File: config.mk
export PLATFORM = sky130hd
export DESIGN_NAME = pc_select_unit_flat
export DESIGN_NICKNAME = d
export VERILOG_FILES = /design/src/rtl/pc_select_unit_pkg.sv /design/src/rtl/pc_select_unit_if.sv /design/src/rtl/pc_select_unit_redirect_arb.sv /design/src/rtl/pc_select_unit.sv /design/src/flat_wrapper.sv
export SDC_FILE = /design/constraint.sdc
export NUM_CORES = 1
export LEC_CHECK = 0
export BUFFER_PORTS_ARGS = -buffer_cell sky130_fd_sc_hd__buf_2
export CAP_MARGIN = 20
export CELL_PAD_IN_SITES_DETAIL_PLACEMENT = 0
export CELL_PAD_IN_SITES_GLOBAL_PLACEMENT = 1
export CORE_UTILIZATION = 36
export CTS_CLUSTER_DIAMETER = 200
export DETAILED_ROUTE_END_ITERATION = 12
export PLACE_DENSITY = 0.76
export SLEW_MARGIN = 5
export SYNTH_ARGS = -nofsm -noshare
export SYNTH_HDL_FRONTEND = slang
export SYNTH_SLANG_ARGS = --single-unit
File: constraint.sdc
create_clock -name clk -period 1.9 [get_ports clk]
set_clock_uncertainty 0.1 [all_clocks]
set_input_delay 0.475 -clock clk [delete_from_list [all_inputs] [get_ports clk]]
set_output_delay 0.475 -clock clk [all_outputs]
set_load 0.01 [all_outputs]
File: src/rtl/pc_select_unit_pkg.sv
// Shared fetch definitions: pc_src codes,
// next-PC state encoding and redirect ranking.
package pc_select_unit_pkg;

  localparam logic [1:0] SRC_SEQ  = 2'd0;
  localparam logic [1:0] SRC_BR   = 2'd1;
  localparam logic [1:0] SRC_JMP  = 2'd2;
  localparam logic [1:0] SRC_TRAP = 2'd3;

  typedef enum logic [1:0] {
    BOOT = 2'd0,
    RUN  = 2'd1,
    HOLD = 2'd2
  } state_t;

  function automatic logic [1:0] src_rank(
    input logic [1:0] code
  );
    logic [1:0] r;
    r = 2'd0;
    unique case (code)
      SRC_TRAP: r = 2'd3;
      SRC_JMP:  r = 2'd2;
      SRC_BR:   r = 2'd1;
      default:  r = 2'd0;
    endcase
    return r;
  endfunction

endpackage

File: src/rtl/pc_select_unit_if.sv
// Fetch-side bundle: redirect requests in,
// fetch PC and status out.
interface pc_select_unit_if #(
  parameter int PC_W = 10
);
  logic            freeze;
  logic            fetch_ready;
  logic            br_taken;
  logic [PC_W-1:0] br_target;
  logic            jmp_valid;
  logic [PC_W-1:0] jmp_target;
  logic            trap_valid;
  logic [PC_W-1:0] pc;
  logic            pc_valid;
  logic [1:0]      pc_src;
  logic            flush;
  logic            redirect_pending;

  modport master (
    output freeze, fetch_ready,
    output br_taken, br_target,
    output jmp_valid, jmp_target,
    output trap_valid,
    input  pc, pc_valid, pc_src,
    input  flush, redirect_pending
  );

  modport slave (
    input  freeze, fetch_ready,
    input  br_taken, br_target,
    input  jmp_valid, jmp_target,
    input  trap_valid,
    output pc, pc_valid, pc_src,
    output flush, redirect_pending
  );
endinterface

File: src/rtl/pc_select_unit_redirect_arb.sv
// Two-way redirect arbiter; on equal rank
// the a-side wins.
module pc_redirect_arb
  import pc_select_unit_pkg::*;
#(
  parameter int PC_W = 10
) (
  input  logic            a_valid,
  input  logic [1:0]      a_code,
  input  logic [PC_W-1:0] a_target,
  input  logic            b_valid,
  input  logic [1:0]      b_code,
  input  logic [PC_W-1:0] b_target,
  output logic            valid,
  output logic [1:0]      code,
  output logic [PC_W-1:0] target
);

  logic pick_a;

  always_comb begin
    pick_a = a_valid && (!b_valid ||
      src_rank(a_code) >= src_rank(b_code));
    valid  = a_valid || b_valid;
    code   = pick_a ? a_code : b_code;
    target = pick_a ? a_target : b_target;
  end

endmodule

File: src/rtl/pc_select_unit.sv
// Fetch PC register with fixed-priority next-PC
// selection and redirects deferred across freezes.
module pc_select_unit
  import pc_select_unit_pkg::*;
#(
  parameter int              PC_W     = 10,
  parameter int              PC_STEP  = 1,
  parameter logic [PC_W-1:0] RESET_PC = PC_W'(0),
  parameter logic [PC_W-1:0] TRAP_PC  = PC_W'(10'h3F0)
) (
  input logic           clk,
  input logic           rst,
  pc_select_unit_if.slave bus
);

  state_t          state;
  logic [PC_W-1:0] pc_q;
  logic            valid_q;
  logic [1:0]      src_q;
  logic            flush_q;
  logic            pend_v;
  logic [1:0]      pend_code;
  logic [PC_W-1:0] pend_tgt;

  logic            jb_v, req_v, mrg_v;
  logic [1:0]      jb_c, req_c, mrg_c;
  logic [PC_W-1:0] jb_t, req_t, mrg_t;

  pc_redirect_arb #(.PC_W(PC_W)) u_jb (
    .a_valid (bus.jmp_valid),
    .a_code  (SRC_JMP),
    .a_target(bus.jmp_target),
    .b_valid (bus.br_taken),
    .b_code  (SRC_BR),
    .b_target(bus.br_target),
    .valid   (jb_v),
    .code    (jb_c),
    .target  (jb_t)
  );

  pc_redirect_arb #(.PC_W(PC_W)) u_req (
    .a_valid (bus.trap_valid),
    .a_code  (SRC_TRAP),
    .a_target(TRAP_PC),
    .b_valid (jb_v),
    .b_code  (jb_c),
    .b_target(jb_t),
    .valid   (req_v),
    .code    (req_c),
    .target  (req_t)
  );

  // Fresh request on the a-side: it wins ties
  // against whatever is already pending.
  pc_redirect_arb #(.PC_W(PC_W)) u_mrg (
    .a_valid (req_v),
    .a_code  (req_c),
    .a_target(req_t),
    .b_valid (pend_v),
    .b_code  (pend_code),
    .b_target(pend_tgt),
    .valid   (mrg_v),
    .code    (mrg_c),
    .target  (mrg_t)
  );

  always_ff @(posedge clk or posedge rst) begin
    if (rst) begin
      state     <= BOOT;
      pc_q      <= RESET_PC;
      valid_q   <= 1'b0;
      src_q     <= SRC_SEQ;
      flush_q   <= 1'b0;
      pend_v    <= 1'b0;
      pend_code <= SRC_SEQ;
      pend_tgt  <= '0;
    end else begin
      flush_q <= 1'b0;
      unique case (state)
        BOOT: begin
          state   <= RUN;
          valid_q <= 1'b1;
        end
        default: begin
          if (bus.freeze) begin
            state <= HOLD;
            if (mrg_v) begin
              pend_v    <= 1'b1;
              pend_code <= mrg_c;
              pend_tgt  <= mrg_t;
            end
          end else begin
            state  <= RUN;
            pend_v <= 1'b0;
            if (mrg_v) begin
              pc_q    <= mrg_t;
              src_q   <= mrg_c;
              flush_q <= 1'b1;
            end else if (valid_q &&
                         bus.fetch_ready) begin
              pc_q  <= pc_q + PC_W'(PC_STEP);
              src_q <= SRC_SEQ;
            end
          end
        end
      endcase
    end
  end

  assign bus.pc               = pc_q;
  assign bus.pc_valid         = valid_q;
  assign bus.pc_src           = src_q;
  assign bus.flush            = flush_q;
  assign bus.redirect_pending = pend_v;

endmodule

File: src/flat_wrapper.sv
// flat-port wrapper written by rule: the top's interface ports become plain ports
module pc_select_unit_flat import pc_select_unit_pkg::*;
#(
  parameter int              PC_W     = 10,
  parameter int              PC_STEP  = 1,
  parameter logic [PC_W-1:0] RESET_PC = PC_W'(0),
  parameter logic [PC_W-1:0] TRAP_PC  = PC_W'(10'h3F0)
)
  (clk, rst, bus_freeze, bus_fetch_ready, bus_br_taken, bus_br_target, bus_jmp_valid, bus_jmp_target, bus_trap_valid, bus_pc, bus_pc_valid, bus_pc_src, bus_flush, bus_redirect_pending);
  pc_select_unit_if #(.PC_W(PC_W)) bus_i ();
  input logic clk;
  input logic rst;
  input wire logic [$bits(bus_i.freeze)-1:0] bus_freeze;
  input wire logic [$bits(bus_i.fetch_ready)-1:0] bus_fetch_ready;
  input wire logic [$bits(bus_i.br_taken)-1:0] bus_br_taken;
  input wire logic [$bits(bus_i.br_target)-1:0] bus_br_target;
  input wire logic [$bits(bus_i.jmp_valid)-1:0] bus_jmp_valid;
  input wire logic [$bits(bus_i.jmp_target)-1:0] bus_jmp_target;
  input wire logic [$bits(bus_i.trap_valid)-1:0] bus_trap_valid;
  output wire logic [$bits(bus_i.pc)-1:0] bus_pc;
  output wire logic [$bits(bus_i.pc_valid)-1:0] bus_pc_valid;
  output wire logic [$bits(bus_i.pc_src)-1:0] bus_pc_src;
  output wire logic [$bits(bus_i.flush)-1:0] bus_flush;
  output wire logic [$bits(bus_i.redirect_pending)-1:0] bus_redirect_pending;
  assign bus_i.freeze = bus_freeze;
  assign bus_i.fetch_ready = bus_fetch_ready;
  assign bus_i.br_taken = bus_br_taken;
  assign bus_i.br_target = bus_br_target;
  assign bus_i.jmp_valid = bus_jmp_valid;
  assign bus_i.jmp_target = bus_jmp_target;
  assign bus_i.trap_valid = bus_trap_valid;
  assign bus_pc = bus_i.pc;
  assign bus_pc_valid = bus_i.pc_valid;
  assign bus_pc_src = bus_i.pc_src;
  assign bus_flush = bus_i.flush;
  assign bus_redirect_pending = bus_i.redirect_pending;
  pc_select_unit #(.PC_W(PC_W), .PC_STEP(PC_STEP), .RESET_PC(RESET_PC), .TRAP_PC(TRAP_PC)) u_core (.clk(clk), .rst(rst), .bus(bus_i));
endmodule
# == Yosys cells after proc, flatten, opt, wreduce, memory -nomap -nowiden ==
# Index checks and enable logic that the tools add are counted.
# Widths: inputs -> output; s select.
# word_totals
out_inout_bits,15
regBits,29
in_bits,27
elab_cells,58
# classes
mux,20
order_cmp,2
bitwise_logic,2
addsub,1
eq_ne,10
n_reduce_logical,15
# op_table
operator,count
$mux 10,5
$pmux 2 s3,3
$mux 2,7
$eq 2x2->1 const B,6
$add 10x1->10 const B,1
$eq 2x1->1 const B,3
$reduce_and 3->1,2
$logic_or 1x1->1,5
$mux 1,5
$logic_and 1x1->1,3
$ge 2x2->1,1
$ge 2x2->1 const A,1
$logic_not 1->1,2
$logic_not 2->1,1
$ne 2x1->1 const B,1
$not 1->1,2
$reduce_and 2->1,1
$reduce_bool 2->1,1

# == Longest topological paths before layout ==
# depth
word_depth,14
depth_mapped,11
ltp_nobuf,8

# == Cells and area by module ==
# From an unflattened synthesis, not the netlist that was laid out.
# unflattened
cells_unflattened,191
hier_area_um2,2119.5
# modules_own_cells
mod,area_each_um2,cells_each,seq_area_each_um2,n_inst
pc_select_unit,1312.5,119,725.7,1
pc_redirect_arb,269.0,24,0.0,3

# == Worst setup path after synthesis ==
# Ideal clock, no wire load.
# synth_timing
kind,input to register
start,in bus_trap_valid
end,reg u_core.pc_q[5] (netlist: u_core.bus.pc[5])
required_ns,1.676
arrival_time_ns,2.199
setup_time_ns,0.124
setup_slack_ns,-0.523
path_stages,10
path_buffers,3
cell_sequence,buf_6 clkbuf_1 nor2b_1 ha_1 nand2b_1 a21oi_2 buf_4 a21oi_1 o22ai_1 a211o_1
# synth_via
elab_chain_len,9
word_cells_on_any_way,16
cone_classes,order compare: 1; eq/ne: 3; mux: 5; reduce/logical: 7
# synth_lines
element,line,rtl
"start, declared",flat_wrapper.sv:19,input wire logic [$bits(bus_i.trap_valid)-1:0] bus_trap_valid;
$logic_and 1x1->1,pc_select_unit_redirect_arb.sv:22,pick_a = a_valid && (!b_valid ||
$mux 2,pc_select_unit_redirect_arb.sv:25,code = pick_a ? a_code : b_code;
$eq 2x1->1 or $eq 2x2->1 (tied branches),pc_select_unit_pkg.sv:21,unique case (code)
$pmux 2 s3,pc_select_unit_pkg.sv:21,
$ge 2x2->1,pc_select_unit_redirect_arb.sv:23,src_rank(a_code) >= src_rank(b_code));
$logic_or 1x1->1,pc_select_unit_redirect_arb.sv:22,
$logic_and 1x1->1,pc_select_unit_redirect_arb.sv:22,
$mux 10,pc_select_unit_redirect_arb.sv:26,target = pick_a ? a_target : b_target;
$mux 10,pc_select_unit.sv:95,if (mrg_v) begin
"end signal, assigned",pc_select_unit.sv:96,pc_q <= mrg_t;
"end signal, assigned",pc_select_unit.sv:101,pc_q <= pc_q + PC_W'(PC_STEP);
"end, declared",pc_select_unit.sv:17,logic [PC_W-1:0] pc_q;
# Parallel ways exist; a longest one is shown, timed or not.
# A chain may end at the register's enable or synchronous reset.

# == Worst setup path after layout ==
# layout_timing
start,in bus_jmp_valid
end,reg u_core.pc_q[5] (netlist: u_core.bus.pc[5])
# layout_via
elab_chain_len,14
word_cells_on_any_way,26
cone_classes,order compare: 2; eq/ne: 6; mux: 8; reduce/logical: 10
# layout_lines
element,line,rtl
"start, declared",flat_wrapper.sv:17,input wire logic [$bits(bus_i.jmp_valid)-1:0] bus_jmp_valid;
$mux 2,pc_select_unit_redirect_arb.sv:25,
$eq 2x1->1 or $eq 2x2->1 (tied branches),pc_select_unit_pkg.sv:21,
$pmux 2 s3,pc_select_unit_pkg.sv:21,
$ge 2x2->1,pc_select_unit_redirect_arb.sv:23,
$logic_or 1x1->1,pc_select_unit_redirect_arb.sv:22,
$logic_and 1x1->1,pc_select_unit_redirect_arb.sv:22,
$mux 2,pc_select_unit_redirect_arb.sv:25,
$eq 2x1->1 or $eq 2x2->1 (tied branches),pc_select_unit_pkg.sv:21,
$pmux 2 s3,pc_select_unit_pkg.sv:21,
$ge 2x2->1,pc_select_unit_redirect_arb.sv:23,
$logic_or 1x1->1,pc_select_unit_redirect_arb.sv:22,
$logic_and 1x1->1,pc_select_unit_redirect_arb.sv:22,
$mux 10,pc_select_unit_redirect_arb.sv:26,
$mux 10,pc_select_unit.sv:95,
# Parallel ways exist; a longest one is shown, timed or not.

==> metrics.cfg <==
[final_layout]
finalInstanceArea_sq_mm = 0.002396
nFillCells = 430
drive_gt1_frac = 0.4008
mostFrequentLayoutCells = 39 x sky130_fd_sc_hd__buf_2, 30 x sky130_fd_sc_hd__buf_4, 29 x sky130_fd_sc_hd__dfrtp_1, 18 x sky130_fd_sc_hd__nand2_1, 16 x sky130_fd_sc_hd__nor2_1
area_growth_syn_to_layout_pct = 38.47
most_common_cell_after_layout_fill_and_taps_aside = sky130_fd_sc_hd__buf_2
antenna_cells = 0
fin_nets = 291

[setup_path]
path_class = in -> reg
crit_path_end_kind = flop
worst_r2r_startpoint = u_core.pend_code[0]$_DFFE_PP0P_
worstPathMaxFanout = 6
worstSetupStartpointType = input pin
worst-endpoint-required_ps = 1960
worst-r2r-setup-slack_ps = 20
setup.worst_path.start = bus_jmp_valid
cp.arrival_ps = 1960

[route]
detailedRoute.firstPassIterationCount = 10
routed-via-count = 1651
drt-total-wl_um = 4593
drc_errors = 3
drt-vias-per-instance = 5.258
detail_route.wl_per_cell_um = 14.63
antenna_violating_nets_post_route = 0
initialDrtViolationCount = 115

[sta]
layout_setup_ws_ps = -3.942
hold_viol_final = 0
worst_slew_margin = 0.7370
grt_setup_unrepaired = true
final_slew_viol_count = 0
hold_slack_ps = 169.3
worst_slew_pin_slew_ps = 394.6
post-route-min-period_ps = 1904
finalSetupViolations = 1
max_freq_mhz = 525.2
final.period_utilization = 1.002

[floorplan]
row_count = 24
die_footprint_sq_mm = 0.005088
fp.dieW_um = 71.33
core-area_sq_mm = 0.004474
initial_core_util = 0.3867
floorplan.die.height_um = 71.33
io_pins = 42

[placement]
gp_congestion = 0.8106
placedInstanceArea_sq_mm = 0.002237
numPortBuffers = 41
dpl.hpwl_um = 3549

[yosys]
ys_seq_elements = 29
yosys.area_share.xor_xnor = 0
yosys_warnings = 0
synth_mux_area_frac = 0.04845
synth-edff-count = 0
synth_simple_gate_area_frac = 0.2415
synth_top_flop_cell = sky130_fd_sc_hd__dfrtp_1
compound_gate_portion_of_the_synthesized_area = 0.2263
async_flop_share = 1.000
synth_cells = 190
mappedNetlistArea_sq_mm = 0.001730
synth-adder-area-share = 0.02169
synthesis.nets = 220
synth-seq-area-share = 0.4194
synth_cell_types = 45
main_combinational_cell_family_by_area_after_synthesis = simple AND/OR/NAND/NOR gates
post_synth.cell_area_avg_sq_um = 9.107

[grt]
globalRoute.totalOverflow = 0
grt_first_pass_wirelength_um = 7555
antenna_found_initial = 0
first_global_vias = 1555
grt_util_all_layers = 0.1925
largest_net_degree_at_the_start_of_global_routing = 30

[clocking]
path_clk_slew_ps = 60
clockBufferDepth = 2
cts_tree = yes
cts_root_buf = sky130_fd_sc_hd__clkbuf_8
cts_buffers = 5
cts.htree.levels = 2
clk-insertion-delay-late_ps = 280
clkSinkCount = 29
ctsHoldBuffers = 0

[status]
run_status = finished with violations
violations = DRC, setup timing

[power_and_ir_drop]
power_leakage_uw = 0.001084
p_per_area_mw_per_mm2 = 898.6
max-vdd-ir-drop_mv = 0.6244

[hold_path]
holdCritPathClass = in -> async

[job]
max_cap_viols = 0

-- power breakdown --
group / switching [uW] / internal [uW] / total, uW
logic: 330 / 318 / 648
clock network: 227 / 427 / 654
registers: 113 / 738 / 851
-- state kept, by name, indices dropped and copies added (netlist names) --
name / count
u_core.state: 2
u_core.bus.flush: 1
u_core.bus.redirect_pending: 1
u_core.pend_code: 2
u_core.bus.pc_valid: 1
u_core.pend_tgt: 10
u_core.bus.pc_src: 2
u_core.bus.pc: 10
-- final timing paths --
check | to | cells after the start
worst min-delay path | u_core.bus.pc[9]$_DFFE_PP0P_ | 3
worst min register to register | u_core.pend_tgt[3]$_DFFE_PP0P_ | 2
worst max-delay path | u_core.bus.pc[5]$_DFFE_PP0P_ | 8
max in group asynchronous | u_core.bus.pc[2]$_DFFE_PP0P_ | 3
worst max register to register | u_core.bus.pc[5]$_DFFE_PP0P_ | 6
min in group clk | u_core.pend_tgt[3]$_DFFE_PP0P_ | 2
-- metal layers --
metal	vias up	wire (um)	global-route usage
met5	-	0	0
met4	0	55	0.06000
met3	4	192	0.03797
met1	777	2258	0.2810
met2	38	2088	0.2878
li1	832	-	-
-- synth_stat cells, drive strengths merged (4+ instances only) --
cell,number,area [sq um]
nor2,18,67.56
a21oi,19,98.85
nand2,19,78.82
mux2i,5,50.05
nor3,8,62.56
inv,6,22.52
nand3,4,20.02
o22ai,4,25.02
o21ai,12,60.06
a211oi,6,50.05
buf,6,43.79
nand2b,5,33.78
nor2b,8,50.05
dfrtp,29,725.7
-- through the flow --
step / TNS (ps) / worst slack (ps) / cells / power, uW / utilization
after global placement: -3721 / -230.5 / 305 / 1480 / 0.5000
after CTS: 0 / 11.08 / 313 / 2151 / 0.5260
after detailed placement: -4391 / -275.7 / 305 / 1488 / 0.5000
after floorplan: -3902 / -296.6 / 190 / 1242 / -
after global routing: -136.9 / -63.21 / 314 / 2285 / 0.5355
final: -3.942 / -3.942 / 314 / 2153 / 0.5355
-- final cells by class --
| cell class | count | area [sq um] | share of cell area |
|---|---|---|---|
| Multi-Input combinational cell | 147 | 1012 | 0.4225 |
| Sequential cell | 29 | 725.7 | 0.3029 |
| Timing Repair Buffer | 72 | 454.2 | 0.1896 |
| Clock buffer | 7 | 86.33 | 0.03603 |
| Tap cell | 52 | 65.06 | 0.02715 |
| Clock inverter | 1 | 30.03 | 0.01253 |
| Inverter | 6 | 22.52 | 0.009399 |
-- what timing repair did --
| item | in CTS | in global routing |
|---|---|---|
| endpoints found under the setup margin | 0 | 10 |
| resized for setup | 0 | 10 |
| setup buffers | 0 | 1 |
| endpoints found under the hold margin | 0 | 0 |
-- kinds of logic after synthesis --
logic type,after synthesis
AO/OA/AOI/OAI,60
buffers and inverters,14
adder cells (fa/ha/maj),3
flip-flops,29
multiplexers,8
AND/OR/NAND/NOR,76
-- worst max-delay path, cell delays in order --
cell and delay [ps]:
sky130_fd_sc_hd__buf_8 100, sky130_fd_sc_hd__nor2b_4 110, sky130_fd_sc_hd__ha_1 280, sky130_fd_sc_hd__nand2b_4 150, sky130_fd_sc_hd__a21oi_4 220, sky130_fd_sc_hd__or2_2 220, sky130_fd_sc_hd__o22ai_1 110, sky130_fd_sc_hd__a211o_1 300
(Power assumes the default switching activity.)
